### config.mk
export PLATFORM = sky130hd
export DESIGN_NAME = wb_stage
export DESIGN_NICKNAME = d
export VERILOG_FILES = /design/src/rtl/wb_stage.sv
export SDC_FILE = /design/constraint.sdc
export NUM_CORES = 1
export LEC_CHECK = 0
export CORE_ASPECT_RATIO = 1.5
export CORE_MARGIN = 3
export CORE_UTILIZATION = 37
export CTS_CLUSTER_SIZE = 14
export DETAILED_ROUTE_END_ITERATION = 8
export PLACE_DENSITY = 0.72
export SLEW_MARGIN = 10
export SYNTH_ARGS = -nofsm -noshare
export SYNTH_HDL_FRONTEND = slang
export SYNTH_SLANG_ARGS = --single-unit
### constraint.sdc
create_clock -name clk -period 3.1 [get_ports clk]
set_input_delay 0.775 -clock clk [delete_from_list [all_inputs] [get_ports clk]]
set_output_delay 0.775 -clock clk [all_outputs]
set_load 0.02 [all_outputs]
### src/rtl/wb_stage.sv
// MEM/WB pipeline register plus write-back selection: load extraction, link handling,
// write-enable qualification, sticky misaligned-load flag and retired-instruction counter.
module wb_stage (
    input  logic        clk,
    input  logic        rst,
    input  logic        stall,
    input  logic        flush,
    input  logic        in_valid,
    input  logic        in_regwrite,
    input  logic        in_memtoreg,
    input  logic        in_link,
    input  logic [4:0]  in_dest,
    input  logic [31:0] in_alu_result,
    input  logic [31:0] in_mem_data,
    input  logic [2:0]  in_load_type,
    input  logic [31:0] in_pc4,
    output logic [4:0]  reg_write,
    output logic        regwrite_con,
    output logic [31:0] write_data,
    output logic        wb_valid,
    output logic        align_err,
    output logic [31:0] retired
);

    logic        valid_q, valid_d;
    logic        regwrite_q, regwrite_d;
    logic        memtoreg_q, memtoreg_d;
    logic        link_q, link_d;
    logic [4:0]  dest_q, dest_d;
    logic [31:0] alu_q, alu_d;
    logic [31:0] mem_q, mem_d;
    logic [2:0]  ltype_q, ltype_d;
    logic [31:0] pc4_q, pc4_d;
    logic        align_err_q, align_err_d;
    logic [31:0] retired_q, retired_d;
    logic        misaligned;

    // Big-endian lanes: offset 0 is the most significant byte/halfword.
    function automatic logic [31:0] load_extract(input logic [31:0] word,
                                                 input logic [1:0]  off,
                                                 input logic [2:0]  ltype);
        logic signed [7:0]  sb;
        logic signed [15:0] sh;
        logic [31:0]        r;
        case (off)
            2'd0:    sb = word[31:24];
            2'd1:    sb = word[23:16];
            2'd2:    sb = word[15:8];
            default: sb = word[7:0];
        endcase
        sh = off[1] ? word[15:0] : word[31:16];
        case (ltype)
            3'd1:    r = 32'(sb);
            3'd2:    r = {24'b0, sb};
            3'd3:    r = 32'(sh);
            3'd4:    r = {16'b0, sh};
            default: r = word;
        endcase
        return r;
    endfunction

    function automatic logic misaligned_load(input logic       mtr,
                                             input logic [2:0] ltype,
                                             input logic [1:0] off);
        logic m;
        case (ltype)
            3'd1, 3'd2: m = 1'b0;
            3'd3, 3'd4: m = off[0];
            default:    m = (off != 2'd0);
        endcase
        return mtr & m;
    endfunction

    assign misaligned   = misaligned_load(memtoreg_q, ltype_q, alu_q[1:0]);
    assign reg_write    = link_q ? 5'd31 : dest_q;
    assign regwrite_con = valid_q & regwrite_q & (reg_write != 5'd0) & ~misaligned;
    assign write_data   = link_q     ? pc4_q :
                          memtoreg_q ? load_extract(mem_q, alu_q[1:0], ltype_q) :
                                       alu_q;
    assign wb_valid     = valid_q;
    assign align_err    = align_err_q;
    assign retired      = retired_q;

    always_comb begin
        valid_d     = valid_q;
        regwrite_d  = regwrite_q;
        memtoreg_d  = memtoreg_q;
        link_d      = link_q;
        dest_d      = dest_q;
        alu_d       = alu_q;
        mem_d       = mem_q;
        ltype_d     = ltype_q;
        pc4_d       = pc4_q;
        // Flush only kills the valid bit; the payload stays so a bubble is cheap.
        if (flush) begin
            valid_d = 1'b0;
        end else if (!stall) begin
            valid_d    = in_valid;
            regwrite_d = in_regwrite;
            memtoreg_d = in_memtoreg;
            link_d     = in_link;
            dest_d     = in_dest;
            alu_d      = in_alu_result;
            mem_d      = in_mem_data;
            ltype_d    = in_load_type;
            pc4_d      = in_pc4;
        end
        align_err_d = align_err_q | (valid_q & misaligned);
        retired_d   = retired_q + {31'b0, valid_q & ~stall};
    end

    // alu_q is cleared so write_data reads zero while rst is held.
    always_ff @(posedge clk or posedge rst) begin
        if (rst) begin
            valid_q     <= 1'b0;
            regwrite_q  <= 1'b0;
            memtoreg_q  <= 1'b0;
            link_q      <= 1'b0;
            dest_q      <= 5'd0;
            alu_q       <= 32'd0;
            align_err_q <= 1'b0;
            retired_q   <= 32'd0;
        end else begin
            valid_q     <= valid_d;
            regwrite_q  <= regwrite_d;
            memtoreg_q  <= memtoreg_d;
            link_q      <= link_d;
            dest_q      <= dest_d;
            alu_q       <= alu_d;
            align_err_q <= align_err_d;
            retired_q   <= retired_d;
        end
    end

    always_ff @(posedge clk) begin
        mem_q   <= mem_d;
        ltype_q <= ltype_d;
        pc4_q   <= pc4_d;
    end

endmodule

==> metrics.json <==
{
  "outcome": {
    "outcome": "completed"
  },
  "sta": {
    "setup_repair_after_global_routing_missed_its_margin": "true",
    "post_route_worst_hold_slack_ns": 0.468,
    "finalMaxSlewViolations": 0,
    "max-slew-margin-rel_pct": 47.1,
    "setup_viol_count_final": 0,
    "post-route-period-util_pct": 97.8,
    "worst_pin_slew_ns": 0.793,
    "hold_viol": 0,
    "achievable-frequency_ghz": 0.330,
    "period_minus_slack_ns": 3.03,
    "worst_clock_skew_ns": 0.0147
  },
  "clock_tree": {
    "cts.path.max_buffers": 2,
    "clock_sink_count": 141,
    "tritoncts.num_buffers": 17,
    "ctsHtreeMaxLevel": 4,
    "cts.clk_slew.worst_paths_ns": 0.05,
    "clock_insertion_delay_worst_skew_ns": 0.42,
    "postCtsSetupBuffers": 0,
    "clockRootBuffer": "sky130_fd_sc_hd__clkbuf_16",
    "cts_tree": "done",
    "cts_hold_buf": 0
  },
  "die": {
    "core_sq_um": 16800,
    "die_width_microns": 113,
    "start_util_pct": 37.8,
    "rows": 58,
    "dieArea_sq_um": 18800,
    "die_y_microns": 166,
    "num_io_pins": 184
  },
  "synth": {
    "mappedNetlistArea_sq_um": 6340,
    "synth.most_common_cell": "sky130_fd_sc_hd__dfrtp_1",
    "synth_area_leader_cell": "sky130_fd_sc_hd__edfxtp_1",
    "synth-seq-area-share_pct": 60.9,
    "ys_async_sr_fraction_pct": 52.5,
    "syn-mean-instance-area_sq_um": 12.8,
    "synth_fp_nets": 608,
    "synth_top_flop_cell": "sky130_fd_sc_hd__dfrtp_1",
    "synth-edff-count": 67,
    "synth.yosys.warnings": 0,
    "ys_types": 53,
    "postSynthCellCount": 494,
    "yosys-top-cells-count": "sky130_fd_sc_hd__dfrtp_1, sky130_fd_sc_hd__edfxtp_1, sky130_fd_sc_hd__mux2_2, sky130_fd_sc_hd__a21oi_1, sky130_fd_sc_hd__nand2_1",
    "synth_top_area_share_pct": 31.7,
    "netlist_top_cells_area": "sky130_fd_sc_hd__edfxtp_1, sky130_fd_sc_hd__dfrtp_1, sky130_fd_sc_hd__mux2_2",
    "postSynthRegisterBits": 141
  },
  "route": {
    "drt-vias-per-instance": 5.46,
    "routed-via-count": 5060,
    "post-route-drc-count": 0,
    "firstDrtPassIters": 8,
    "totalWireLength_microns": 20000,
    "wire_per_inst_microns": 21.6,
    "count_of_routing_violations_after_the_opening_detailed_route_iteration": 299,
    "drt.antenna.violating_nets": 0
  },
  "global_route": {
    "track_usage_pct": 21.9,
    "total_global_routing_overflow": 0,
    "grt_pass1_vias": 5428,
    "largest_net_degree_at_the_start_of_global_routing": 73,
    "grt_antenna_before_repair": 1,
    "global_route_wire_length_before_repair_microns": 31400
  },
  "worst_setup_path": {
    "required_ns": 2.32,
    "worstSetupStartpointType": "flop",
    "path_max_fanout": 2,
    "endpoint_arrival_time_on_the_critical_path_ns": 2.26,
    "setup.worst_path.end_class": "output pin",
    "critical_path_class": "flop to output pin"
  },
  "run": {
    "max_cap_violations": 0
  },
  "finish": {
    "final_net_count": 817,
    "seqCellArea_sq_um": 3860,
    "num-fill-cells": 1437,
    "multi_input_comb_area_sq_um": 2360,
    "finish.cell_count_without_fillers": 927,
    "flow.area_growth_from_synthesis_pct": 43.6,
    "drive_gt1_share_pct": 20.7
  },
  "place": {
    "numPlacedInstances": 894,
    "gp_congestion": 0.889,
    "hpwlAfterDp_microns": 14900,
    "port-buffer-count": 183
  },
  "power": {
    "worst_ir_drop_vdd_v": 0.000366,
    "power_per_cell_area_nw_per_um2": 588,
    "total_power_mw": 5.35,
    "power_leakage_nw": 3.55
  },
  "min_path": {
    "hp-class": "flop to flop"
  }
}
worst paths after layout:
kind / start / cells past startpoint / to / slack (ns)
max: alu_q[0] / 6 / write_data[30] / 0.07
min: align_err / 1 / align_err / 0.47
max reg2reg: wb_valid / 7 / retired[14] / 1.07
min reg2reg: align_err / 1 / align_err / 0.47
max in group asynchronous: rst / 3 / retired[24] / 1.63
min in group asynchronous: rst / 2 / alu_q[10] / 0.81
registers in the layout (all words and copies together) (netlist names):
name        cells
mem_q          32
alu_q          32
link_q          1
memtoreg_q      1
align_err       1
ltype_q         3
pc4_q          32
dest_q          5
retired        32
regwrite_q      1
wb_valid        1
cell usage in the layout (no fill, tap or decap), types with 13 or more instances in the layout:
master and instances:
sky130_fd_sc_hd__buf_2 15, sky130_fd_sc_hd__xnor2_1 22, sky130_fd_sc_hd__edfxtp_1 67, sky130_fd_sc_hd__dfrtp_1 74, sky130_fd_sc_hd__a21oi_1 33, sky130_fd_sc_hd__nand4_1 13, sky130_fd_sc_hd__buf_4 27, sky130_fd_sc_hd__clkdlybuf4s50_1 150
sky130_fd_sc_hd__o21ai_0 28, sky130_fd_sc_hd__mux2_2 38, sky130_fd_sc_hd__or3_1 22, sky130_fd_sc_hd__clkbuf_16 20, sky130_fd_sc_hd__nand2_1 32, sky130_fd_sc_hd__nand3_1 19
cell type report:
class                   instances  share of cell area, %
multi-input cells             319                   25.9
inverters                       8                  0.344
diodes                          1                 0.0275
repair buffers                216                   22.1
flip-flops and latches        141                   42.4
well taps                     210                   2.89
clock inverters                 5                  0.289
clock buffers                  27                   6.01
where the power goes:
group / switching (mW) / internal, mW / leakage [nW]
Clock: 0.736 / 1.21 / 0.287
Combinational: 0.616 / 0.543 / 1.69
Sequential: 0.108 / 2.14 / 1.56
Total: 1.46 / 3.89 / 3.55
through the flow:
step | area, sq um | worst slack, ns | util [%] | TNS, ns
final | 9100 | 0.0688 | 54.3 | 0
after global routing | 9100 | -0.0505 | 54.3 | -0.0505
after CTS | 9190 | -0.177 | 54.8 | -0.214
after detailed placement | 8620 | 0.0592 | 51.4 | 0
after global placement | 8620 | 0.0429 | 51.4 | 0
after floorplan | 6340 | 0.383 | - | 0
per-layer routing:
layer  GRT usage, %  vias up  wire length [microns]  share of wire (%)
li1               -     2297                      -                  -
met1           25.2     2485                   7480                 37
met2           37.5      238                  10400                 52
met3           6.56       40                   1410                7.0
met4           9.36        0                    699                3.5
met5              0        -                      0                  0
repair_timing:
item,CTS,global route
pin swaps,1,0
gates cloned,0,0
resized for setup,85,32
endpoints found under the setup margin,33,30
critical path: stages, from the launching register on:
cell and delay (ns):
sky130_fd_sc_hd__dfrtp_1 0.38, sky130_fd_sc_hd__mux4_2 0.52, sky130_fd_sc_hd__mux2_4 0.30, sky130_fd_sc_hd__a221oi_2 0.25
sky130_fd_sc_hd__buf_4 0.15, sky130_fd_sc_hd__o31ai_1 0.07, sky130_fd_sc_hd__buf_2 0.18
kinds of logic after synthesis:
kind of cell | synth area share (%)
buffers and inverters | 2.41
xor gates and xnor gates | 4.42
muxes | 10.3
adders and majority gates | 0.395
and+or+nand+nor | 11.6
AOI/OAI and AO/OA | 9.95
DFF | 60.9
Power figures use the tool's default switching activity.
